`src/rtl/counter_reload.sv`:
```
// rtl/counter_reload.sv - loadable down-counter with periodic/one-shot terminal reload and shadowed load port
module counter_reload #(
    parameter int WIDTH          = 32,
    parameter int IMPLEMENTATION = 0
) (
    input  logic             clk,
    input  logic             rst,
    input  logic             clr,
    input  logic             ena,
    input  logic             mode,
    input  logic             ld_vld,
    output logic             ld_rdy,
    input  logic [WIDTH-1:0] ld_val,
    output logic [WIDTH-1:0] cnt,
    output logic             run,
    output logic             wrp
);

    typedef enum logic {
        IDLE = 1'b0,
        RUN  = 1'b1
    } state_t;

    state_t           state;
    logic [WIDTH-1:0] rld;
    logic [WIDTH-1:0] shd;
    logic             pnd;

    logic             xfer;
    logic             term;
    logic             dec_en;
    logic [WIDTH-1:0] dec_val;

    assign ld_rdy = ~pnd;
    assign xfer   = ld_vld & ~pnd;
    assign run    = (state == RUN);
    assign wrp    = run & (cnt == '0);
    assign term   = ena & wrp;

    // Both structures give the same next count; they differ only in where ena enters.
    generate
        if (IMPLEMENTATION == 0) begin : g_carry
            assign dec_val = cnt - WIDTH'(ena);
            assign dec_en  = 1'b1;
        end else if (IMPLEMENTATION == 1) begin : g_mux
            assign dec_val = cnt - WIDTH'(1);
            assign dec_en  = ena;
        end else begin : g_bad
            $fatal(1, "counter_reload: IMPLEMENTATION must be 0 or 1");
            assign dec_val = cnt;
            assign dec_en  = 1'b0;
        end
    endgenerate

    always_ff @(posedge clk or posedge rst) begin
        if (rst) begin
            state <= IDLE;
            cnt   <= '0;
            rld   <= '0;
            shd   <= '0;
            pnd   <= 1'b0;
        end else if (clr) begin
            // A load accepted in this cycle is intentionally dropped.
            state <= IDLE;
            cnt   <= '0;
            pnd   <= 1'b0;
        end else begin
            case (state)
                IDLE: begin
                    if (xfer) begin
                        cnt   <= ld_val;
                        rld   <= ld_val;
                        state <= RUN;
                    end
                end
                RUN: begin
                    if (term) begin
                        // Reload priority: same-cycle load, then shadow, then current period.
                        if (xfer) begin
                            cnt <= ld_val;
                            rld <= ld_val;
                        end else if (pnd) begin
                            cnt <= shd;
                            rld <= shd;
                            pnd <= 1'b0;
                        end else if (!mode) begin
                            cnt <= rld;
                        end else begin
                            state <= IDLE;
                        end
                    end else begin
                        if (xfer) begin
                            shd <= ld_val;
                            pnd <= 1'b1;
                        end
                        if (dec_en) begin
                            cnt <= dec_val;
                        end
                    end
                end
            endcase
        end
    end

endmodule

```
`config.mk`:
```
export PLATFORM = sky130hd
export DESIGN_NAME = counter_reload
export DESIGN_NICKNAME = d
export VERILOG_FILES = /design/src/rtl/counter_reload.sv
export SDC_FILE = /design/constraint.sdc
export NUM_CORES = 1
export LEC_CHECK = 0
export CORE_ASPECT_RATIO = 0.5
export CORE_UTILIZATION = 41
export DETAILED_ROUTE_END_ITERATION = 7
export PLACE_DENSITY = 0.66
export SYNTH_ARGS = -nofsm -noshare
export SYNTH_HDL_FRONTEND = slang
export SYNTH_SLANG_ARGS = --single-unit
```
`constraint.sdc`:
```
create_clock -name clk -period 3.9 [get_ports clk]
set_input_delay 1.17 -clock clk [delete_from_list [all_inputs] [get_ports clk]]
set_output_delay 1.17 -clock clk [all_outputs]
set_load 0.005 [all_outputs]
```
## Yosys cells after proc, flatten, opt, wreduce, memory -nomap -nowiden

Cells that the tools add are included.

- Bits of input ports: 38
- Bits in registers: 98
- Logic and storage cells: 49

- Muxes and demuxes: 23
- Reductions and logical operators: 7
- Eq/ne operators: 6
- Bitwise gates (word level): 7
- $add $sub $neg: 1

Operator list:

| operator | number |
|---|---|
| $mux 32 | 9 |
| $pmux 32 s2 | 2 |
| $logic_not 32->1 | 1 |
| $sub 32x1->32 | 1 |
| $mux 1 | 11 |
| $reduce_and 4->1 | 2 |
| $ne 3x3->1 const B | 2 |
| $ne 6x6->1 const B | 1 |
| $not 1->1 | 4 |
| $and 1x1->1 | 3 |
| $ne 3x1->1 const B | 1 |
| $reduce_and 3->1 | 1 |
| $reduce_bool 3->1 | 1 |
| $ne 2x1->1 const B | 1 |
| $ne 2x2->1 const B | 1 |
| $pmux 1 s2 | 1 |
| $reduce_and 2->1 | 1 |
| $reduce_bool 2->1 | 1 |

## Depth between registers and ports, before layout

Gate-level depths: netlist of the first run.

- Depth in word-level cells: 6
- Depth in mapped cells: 9
- Gate-level depth less buffers: 8

## Least setup slack after synthesis of the first run

Ideal clock, no wire load.

- Kind: input -> register
- Start: input ena
- End: register cnt[31]
- Setup slack: 1114 ps
- Cell stages on the path: 7
- Data arrival time: 2697 ps
- Data required time: 3812 ps
- Path buffers: 0
- Setup time: 88 ps
- Cell sequence: ha_1 -> nor2b_1 -> nand4_1 -> nor4_1 -> nand4_1 -> or3_1 -> a41oi_1

- Word-level cells in the longest chain between the ends: 4

Ends and longest elaborated chain:

| element | line | source |
|---|---|---|
| start, declared | 9 | `input logic ena,` |
| $sub 32x1->32 / $and 1x1->1 (equally long branches) | 43, 38 |  |
| $mux 32 | 77 | `if (term) begin` |
| $pmux 32 s2 | 68 | `case (state)` |
| $mux 32 | 62 | `end else if (clr) begin` |
| end signal, assigned | 71 | `cnt <= ld_val;` |
| end signal, assigned | 80 | `cnt <= ld_val;` |
| end signal, assigned | 87 | `cnt <= rld;` |
| end, declared | 14 | `output logic [WIDTH-1:0] cnt,` |

Parallel ways exist; a longest one is shown, timed or not.
A chain may end at the register's enable or synchronous reset.

## Final worst setup path of the first run

- Start: register cnt[1]
- End: output wrp

- Word-level cells in the longest chain between the ends: 2

Ends and longest elaborated chain:

| element | line | source |
|---|---|---|
| $logic_not 32->1 | 37 | `assign wrp = run & (cnt == '0);` |
| $and 1x1->1 | 37 |  |
| end, declared | 16 | `output logic wrp` |

Every way passes these cells.

==> summary.md, run 1 <==
| Metric | Value |
|---|---|
| Antenna-violating nets left | 0 |
| Drc violations | 0 |
| Largest net degree at the start of global routing | 65 |
| TNS Setup | 0 ns |
| First-pass iteration count of the detailed router | 5 |
| DR vias | 5,240 |
| Fin nets | 740 |
| GR Overflow Total | 0 |
| Fmax | 282 MHz |
| Largest area contributor in the netlist | dfrtp_1 |
| Power Density | 430 nW/µm² |
| Diode count | 0 |
| Peak VDD IR | 0.183 mV |
| Met3 Track Usage GR | 5.48% |
| Worst EP arrival | 2.38 ns |
| Leakage | 3.11 nW |
| Critical path class | reg2out |
| Final Slew Violations | 0 |
| Ys Warns | 0 |
| Synth cell count leaders | 98 x dfrtp_1, 69 x mux2i_1, 57 x nand2_1 |
| Sequential power share | 43.8% |
| Number of antenna violations at the first check in global routing | 0 |
| Clock Latency Late Sink | 0.35 ns |
| Critical Path RT | 2.73 ns |
| Num Clock Sinks | 98 |
| Worst min-delay path class | reg2reg |
| Die Ht | 89.1 µm |
| Startpoint Class | flip-flop |
| Clock network power share | 28.9% |
| DRT iter0 DRCs | 359 |
| Distinct cells, synth | 66 |
| Top post-synthesis cells by area | dfrtp_1 39%, mux2i_1 11%, mux2_2 5.1% |
| Total routed wirelength | 17.4 mm |
| Die width | 176 µm |
| Setup Viol. Count Final | 0 |
| # IOs | 73 |
| R2R setup slack | 1.14 ns |
| Quantity of gates resized following cts | 0 |
| Clock buffer depth | 2 |
| Cells after synthesis | 645 |
| Register Area | 2450 µm² |
| Initial cell density of the core | 42.5% |
| DP HPWL | 11.9 mm |
| Post-synthesis sequential area ratio | 39.4% |
| Fin crit period | 3.55 ns |
| Slew headroom | 55.1% |
| Met2 usage | 37.7% |
| Setup crit end kind | primary output |
| H-tree depth | 3 |
| Row cnt | 31 |
| Synth Cell Area | 6220 µm² |
| Hold Vio Cnt, Final | 0 |
| Comb pwr share | 27.3% |
| Post-synth EDFFs | 0 |
| Hold slack | 0.526 ns |
| Vias in the first global route | 5,171 |
| Busiest grt layer | met2 |
| Core ar. | 14,600 µm² |
| CTS Hold Buffers Added | 0 |
| Tot GR Track Use | 23.3% |
| Fillers | 1,336 |
| GRT met1 Usage | 31.7% |
| Multi-input gate area | 3480 µm² |
| WL/cell | 19.2 µm |
| Layout cells sized above 1 | 20.0% |
| Top-area cell type share of the netlist area | 39.4% |
| Unrepaired setup endpoints after global routing | false |
| Via density | 5.80 |
| Main flop type after synthesis | dfrtp_1 |
| Syn nets | 685 |
| Num CTS Buffers | 9 |
| Area Growth Syn to Fin | 19.7% |
| Yosys reg bits | 98 |
| Sw frac | 32.2% |
| NetSw | 0.00103 W |
| Most common cell in the netlist | dfrtp_1 |
| Syn_area_per_cell | 9.64 µm² |
| Crit Path Max Fanout | 5 |
| RePlAce Congestion | 0.945 |
| Final period util | 91.0% |
| Clk_skew | 0.00698 ns |
| Clock root buffer | clkbuf_16 |
| First-pass GRT wire length | 28.2 mm |
| Int Pwr | 0.00217 W |
| Max-cap violations | 0 |
| Slew at the pin with the worst max-slew slack | 0.667 ns |
| Synth async-reset ratio | 100% |
| CTS tree | built |
| Port bufs | 72 |
| Setup Buffers After CTS | 0 |
| Die ar. | 15,700 µm² |
| Status | complete, no violations |
| Clock transition at path regs | 0.06 ns |
-- placed cells by master, fill, tap and decap left out, types with 4 or more instances in the layout --
cell type and count:
nand2_1 56, nor2_1 48, nor4_1 7, or3_1 5, a21oi_2 28, a22o_1 6, o211ai_1 16, o21ai_1 15
nor2b_1 4, mux2i_1 69, nor3_1 12, a31oi_1 9, nand3_1 13, inv_1 7, nor2_2 28, a311oi_1 6
a21oi_1 35, a211o_1 10, nand4_1 4, clkdlybuf4s50_1 71, dfrtp_1 97, mux2_2 28, and3_1 4, clkbuf_16 9
xor2_1 4, o21ai_0 24, buf_12 4, buf_4 16, mux2_1 6
-- state kept, by name, indices dropped and copies added (netlist names) --
name  cells
run       1
cnt      32
pnd       1
rld      32
shd      32
-- cells by family (layout without fill, tap and decap cells) --
kind of cell / Yosys count / in the layout / share of synthesized area (%)
DFF: 98 / 98 / 39.4
adders and majority gates: 2 / 2 / 0.402
muxes: 103 / 103 / 17.3
AOI/OAI and AO/OA: 177 / 177 / 20.3
buffers and inverters: 57 / 117 / 4.69
xor gates and xnor gates: 7 / 7 / 0.986
and+or+nand+nor: 201 / 201 / 17.0
-- through the flow --
step | setup WS, ns | cells | util (%) | cell area (µm²) | total power, W
6_report | 0.350 | 903 | 50.9 | 7440 | 0.00320
5_1_grt | 0.185 | 903 | 50.9 | 7440 | 0.00339
4_1_cts | 0.344 | 903 | 50.9 | 7440 | 0.00322
3_5_place_dp | 0.179 | 887 | 48.8 | 7140 | 0.00229
3_3_place_gp | 0.289 | 887 | 48.8 | 7140 | 0.00227
2_1_floorplan | 0.168 | 645 | - | 6220 | 0.00199
-- layer usage --
layer,routed length (µm),vias to the layer above,share of wire (%)
met5,0,-,0
met4,241,0,1.4
met3,1070,24,6.2
met2,7860,186,45
met1,8210,2552,47
li1,-,2478,-
-- power by group through the flow --
stage / clock [W] / sequential (W) / combinational, W
floorplan: 0 / 0.00137 / 0.000614
global placement: 0 / 0.00141 / 0.000859
detailed placement: 0 / 0.00142 / 0.000869
CTS: 0.000947 / 0.00140 / 0.000873
global route: 0.000989 / 0.00143 / 0.000967
finish: 0.000925 / 0.00140 / 0.000873
-- final timing paths --
| kind | from | endpoint | cells after the start |
|---|---|---|---|
| setup / recovery | cnt[1] | wrp | 4 |
| hold / removal | rld[28] | rld[28] | 2 |
| setup reg to reg | cnt[1] | cnt[31] | 8 |
| hold reg to reg | rld[28] | rld[28] | 2 |
| max in group asynchronous | rst | shd[27] | 3 |
| min in group asynchronous | rst | shd[7] | 2 |
-- critical path, cell delays in order (launching register included) --
cell and delay [ns]:
dfrtp_1 0.43, nor4b_1 0.60, and3_1 0.31, and4b_1 0.21
clkdlybuf4s50_1 0.49
-- layout make-up --
cell class / count / share of cell area [%]
sequential: 98 / 33.0
multi-input combinational: 490 / 46.8
timing repair buffer: 92 / 12.3
tap: 198 / 3.33
clock inverter: 4 / 0.672
clock buffer: 12 / 3.45
inverter: 9 / 0.487
(Power assumes the default switching activity.)
==> run 2: changes to the inputs <==
--- a/config.mk
+++ b/config.mk
@@ -6,9 +6,9 @@
 export NUM_CORES = 1
 export LEC_CHECK = 0
 export CORE_ASPECT_RATIO = 0.5
-export CORE_UTILIZATION = 41
+export CORE_UTILIZATION = 40
 export DETAILED_ROUTE_END_ITERATION = 7
-export PLACE_DENSITY = 0.66
+export PLACE_DENSITY = 0.65
 export SYNTH_ARGS = -nofsm -noshare
 export SYNTH_HDL_FRONTEND = slang
 export SYNTH_SLANG_ARGS = --single-unit
==> run 2 against run 1 <==
Maximum frequency up 0.20%; combinational power grew 2%; die area is 2.5% higher; largest cell class unchanged; routed wire length is 1.9% higher; count of clock-buffer cells in the layout unchanged; first-iteration DRC count increased by 3.9%; worst setup slack better by 0.0072 ns; power increased by 3.5%; clock skew increased by 0.00096 ns; hold slack got worse by 0.0036 ns; non-clock buffer count grew 7; flip-flop and latch count is the same.
==> summary.md, run 2 (synthesis gave the netlist of run 1 again) <==
| Metric | Value |
|---|---|
| Setup ws final | 0.357 ns |
| Commonest cells after routing, fill and taps aside | 97 x dfrtp_1, 71 x clkdlybuf4s50_1, 69 x mux2i_1 |
| Die ar. | 16,100 µm² |
| CTS tree | built |
| WL/cell | 19.5 µm |
| Unrepaired setup endpoints after global routing | false |
| Clock root buffer | clkbuf_16 |
| Die Ht | 90.2 µm |
| Crit path launch | cnt[1] |
| Crit Path Max Fanout | 5 |
| Fin crit period | 3.54 ns |
| Area Growth Syn to Fin | 21.4% |
| Vias in the first global route | 5,147 |
| Num CTS Buffers | 9 |
| Slowest cell on crit path | nor4b_1 |
| Row cnt | 31 |
| Port bufs | 72 |
| Setup crit end kind | primary output |
| Clock transition at path regs | 0.07 ns |
| H-tree depth | 3 |
| Clock Latency Late Sink | 0.35 ns |
| Die width | 178 µm |
| First-pass GRT wire length | 28.7 mm |
| Slew at the pin with the worst max-slew slack | 0.775 ns |
| Diode count | 0 |
| First-pass iteration count of the detailed router | 7 |
| TNS Setup | 0 ns |
| Quantity of gates resized following cts | 0 |
| Antenna-violating nets left | 0 |
| Peak VDD IR | 0.246 mV |
| Fmax | 282 MHz |
| Drc violations | 0 |
| Setup Buffers After CTS | 0 |
| Max-cap violations | 0 |
| Worst min-delay path class | reg2reg |
| Core ar. | 14,800 µm² |
| Via density | 5.87 |
| Fin nets | 747 |
| Hold Vio Cnt, Final | 0 |
| CP max stage delay | 0.57 ns |
| DP HPWL | 12.5 mm |
| CTS Hold Buffers Added | 0 |
| Largest regs | cnt x32, rld x32, shd x32 |
| Status | complete, no violations |
| Critical-path cell list | nor4b_1, and3_1, and4b_1, clkdlybuf4s50_1 |
| GR Overflow Total | 0 |
| Final period util | 90.9% |
| Setup Viol. Count Final | 0 |
| Slew headroom | 48.3% |
| Final Slew Violations | 0 |
| Initial cell density of the core | 42.0% |
| Clock buffer depth | 2 |
| Leakage | 3.18 nW |
| Largest net degree at the start of global routing | 64 |
| Worst R2R Path Depth | 7 |
| Num Clock Sinks | 98 |
| Power Density | 438 nW/µm² |
| DRT iter0 DRCs | 373 |
| Crit Reg-Reg Startpoint | cnt[5] |
| Tot GR Track Use | 22.9% |
| R2R setup slack | 1.02 ns |
| Critical path class | reg2out |
| Layout cells sized above 1 | 20.9% |
| Hold slack | 0.522 ns |
| Worst EP arrival | 2.37 ns |
| DR vias | 5,339 |
| # IOs | 73 |
| Number of antenna violations at the first check in global routing | 0 |
| Place WS | 0.274 ns |
| Total routed wirelength | 17.7 mm |
| Clk_skew | 0.00793 ns |
| Critical Path RT | 2.73 ns |
| Worst setup path end | wrp |
| Most common cell after layout, fill and taps aside | dfrtp_1 |
| RePlAce Congestion | 0.900 |
| R2r endpoint | cnt[3] |
| Startpoint Class | flip-flop |
[run 2: how the worst min path moves through the flow]
stage | start | to | slack, ns | cells past startpoint
after floorplan | shd[8] | shd[8] | 0.49 | 1
after global placement | shd[9] | shd[9] | 0.50 | 1
after detailed placement | rld[8] | rld[8] | 0.51 | 2
after CTS | shd[22] | shd[22] | 0.53 | 1
after global routing | rld[8] | rld[8] | 0.54 | 2
final | shd[22] | shd[22] | 0.52 | 1
[run 2: stage by stage]
stage	total power, W	util, %	cells	instance area, µm²
after detailed placement	0.00231	48.7	894	7220
after global placement	0.00228	48.7	894	7220
after CTS	0.00333	51.0	910	7550
after floorplan	0.00199	-	645	6220
final	0.00331	51.0	910	7550
after global routing	0.00348	51.0	910	7550
[run 2: layout make-up]
type	instances	area [µm²]
Tap cell	198	248
Timing Repair Buffer	99	993
Clock inverter	4	72.6
Inverter	9	36.3
Clock buffer	12	267
Multi-Input combinational cell	490	3480
Sequential cell	98	2450
Fill cell	1391	7260
[run 2: critical path: cells and delay by family (launching register included)]
kind                   cells  cell delay, ns
buffers and inverters      1            0.50
AND/OR/NAND/NOR            3            1.10
flip-flops                 1            0.42
[run 2: per-layer routing]
layer | wire length [µm] | track usage (%) | part of all wire (%) | vias up
li1 | - | - | - | 2492
met1 | 8550 | 33.4 | 48 | 2633
met2 | 7920 | 34.6 | 45 | 194
met3 | 1010 | 4.31 | 5.7 | 20
met4 | 222 | 5.79 | 1.3 | 0
met5 | 0 | 0 | 0 | -
[run 2: where the power goes]
part | total, W | internal (W) | leakage [nW] | switching, W
combinational | 0.000890 | 0.000429 | 1.83 | 0.000462
sequential | 0.00141 | 0.00122 | 1.18 | 0.000184
clock | 0.00102 | 0.000614 | 0.165 | 0.000402
==> run 3: changes to the inputs <==
--- a/config.mk
+++ b/config.mk
@@ -7,8 +7,11 @@
 export LEC_CHECK = 0
 export CORE_ASPECT_RATIO = 0.5
 export CORE_UTILIZATION = 40
+export CTS_CLUSTER_SIZE = 40
 export DETAILED_ROUTE_END_ITERATION = 7
+export GPL_ROUTABILITY_DRIVEN = 0
 export PLACE_DENSITY = 0.65
 export SYNTH_ARGS = -nofsm -noshare
 export SYNTH_HDL_FRONTEND = slang
 export SYNTH_SLANG_ARGS = --single-unit
+export TNS_END_PERCENT = 30
==> run 3 against run 2 <==
Non-clock buffer count down 5; sequential power is essentially flat; via count is 0.79% lower; power is 2.9% lower; clock power shrank 9%; sequential share of layout area grew 0.36 points; register-to-register slack better by 0.07 ns; hold slack barely moved; clock skew increased by 0.0013 ns; critical path type unchanged; critical endpoint unchanged; largest cell class unchanged.
==> summary.md, run 3 (synthesis gave the netlist of run 1 again) <==
| Metric | Value |
|---|---|
| Num CTS Buffers | 9 |
| Setup Buffers After CTS | 0 |
| CTS tree | built |
| Crit path launch | cnt[14] |
| Slew headroom | 53.7% |
| Worst R2R Path Depth | 7 |
| CTS Hold Buffers Added | 0 |
| Die ar. | 16,100 µm² |
| Vias in the first global route | 5,121 |
| Crit Path Max Fanout | 9 |
| Worst min-delay path class | reg2reg |
| Row cnt | 31 |
| Clock root buffer | clkbuf_16 |
| Setup ws final | 0.341 ns |
| Sequential power share | 43.7% |
| Status | complete, no violations |
| Final period util | 91.3% |
| Hold path cells | 1 |
| Comb pwr share | 27.4% |
| Critical Path RT | 2.73 ns |
| Leakage | 3.13 nW |
| Clock buffer depth | 2 |
| Slew at the pin with the worst max-slew slack | 0.690 ns |
| NetSw | 0.00104 W |
| Via density | 5.85 |
| R2r endpoint | cnt[4] |
| Quantity of gates resized following cts | 0 |
| Number of antenna violations at the first check in global routing | 0 |
| TNS Setup | 0 ns |
| Final Non-Filler Cells | 905 |
| Unrepaired setup endpoints after global routing | false |
| Area Growth Syn to Fin | 20.1% |
| Place WS | 0.306 ns |
| DP HPWL | 12.0 mm |
| Max-cap violations | 0 |
| Fillers | 1,358 |
| Die Ht | 90.2 µm |
| Clock Latency Late Sink | 0.35 ns |
| Critical path class | reg2out |
| Most common cell after layout, fill and taps aside | dfrtp_1 |
| R2R setup slack | 1.09 ns |
| Finished Cell Area | 7470 µm² |
| Crit Reg-Reg Startpoint | cnt[5] |
| First-pass iteration count of the detailed router | 5 |
| DR vias | 5,297 |
| Initial cell density of the core | 42.0% |
| Startpoint Class | flip-flop |
| Hold endpoint | shd[22] |
| Clock transition at path regs | 0.07 ns |
| Setup crit end kind | primary output |
| Layout cells sized above 1 | 20.2% |
| Power Density | 430 nW/µm² |
| Port bufs | 72 |
| Worst EP arrival | 2.39 ns |
| Hold slack | 0.523 ns |
| Diode count | 0 |
| Fmax | 281 MHz |
| Dpl cell area | 7170 µm² |
| Peak VDD IR | 0.201 mV |
| Clock network power share | 28.9% |
| Drc violations | 0 |
| Die width | 178 µm |
| WL/cell | 19.3 µm |
| Worst hold start | shd[22] |
| Fin crit period | 3.56 ns |
| DRT iter0 DRCs | 379 |
| Antenna-violating nets left | 0 |
| H-tree depth | 3 |
| Largest regs | cnt x32, rld x32, shd x32 |
| Num Clock Sinks | 98 |
| Fin nets | 742 |
| First-pass GRT wire length | 28.4 mm |
| Total routed wirelength | 17.4 mm |
| Clk_skew | 0.00928 ns |
| Largest net degree at the start of global routing | 64 |
| Final Slew Violations | 0 |
| Tot GR Track Use | 22.7% |
| Hold Vio Cnt, Final | 0 |
| # IOs | 73 |
| Commonest cells after routing, fill and taps aside | 97 x dfrtp_1, 71 x clkdlybuf4s50_1, 69 x mux2i_1 |
| Core ar. | 14,800 µm² |
| Setup Viol. Count Final | 0 |
| Sw frac | 32.3% |
| Int Pwr | 0.00218 W |
| GR Overflow Total | 0 |
| Placed cells | 889 |
## run 3: cell count changes in the layout (fill, tap and decap cells not counted), sizes merged
cell	change
buf	-5
clkinvlp	+1
bufinv	-1
## run 3: worst max path at each step
stage / endpoint / slack (ns) / depth (start not counted)
final: wrp / 0.34 / 4
after global routing: wrp / 0.21 / 4
after CTS: wrp / 0.37 / 4
after detailed placement: cnt[18] / 0.31 / 8
after global placement: cnt[17] / 0.41 / 8
after floorplan: cnt[0] / 0.17 / 1
## run 3: metal layers
| metal | share of wire [%] | GRT usage [%] |
|---|---|---|
| met2 | 44 | 33.6 |
| met3 | 7.5 | 4.78 |
| met5 | 0 | 0 |
| met4 | 1.6 | 6.07 |
| met1 | 47 | 33.2 |
## run 3: cell type report
cell class,instances,area (µm²),share of cell area (%)
repair buffers,94,943,12.6
multi-input cells,490,3480,46.6
flip-flops and latches,98,2450,32.8
clock buffers,12,256,3.43
well taps,198,248,3.32
clock inverters,4,50.0,0.670
inverters,9,36.3,0.486
## run 3: power groups by stage
| stage | Sequential (W) | Clock [W] | Combinational [W] |
|---|---|---|---|
| 6_report | 0.00140 | 0.000929 | 0.000881 |
| 2_1_floorplan | 0.00137 | 0 | 0.000614 |
| 3_3_place_gp | 0.00141 | 0 | 0.000863 |
| 4_1_cts | 0.00140 | 0.000946 | 0.000880 |
| 5_1_grt | 0.00143 | 0.000979 | 0.000973 |
| 3_5_place_dp | 0.00142 | 0 | 0.000877 |
## run 3: through the flow
step	total power, W	utilization, %
3_5_place_dp	0.00230	48.4
3_3_place_gp	0.00227	48.4
4_1_cts	0.00323	50.4
2_1_floorplan	0.00199	-
6_report	0.00322	50.4
5_1_grt	0.00338	50.4
## run 3: worst max-delay path, stage by stage, from the launching register on
cell and delay (ns):
dfrtp_1 0.52, nor4_4 0.43, and4_4 0.35, and4b_1 0.22, clkdlybuf4s50_1 0.51
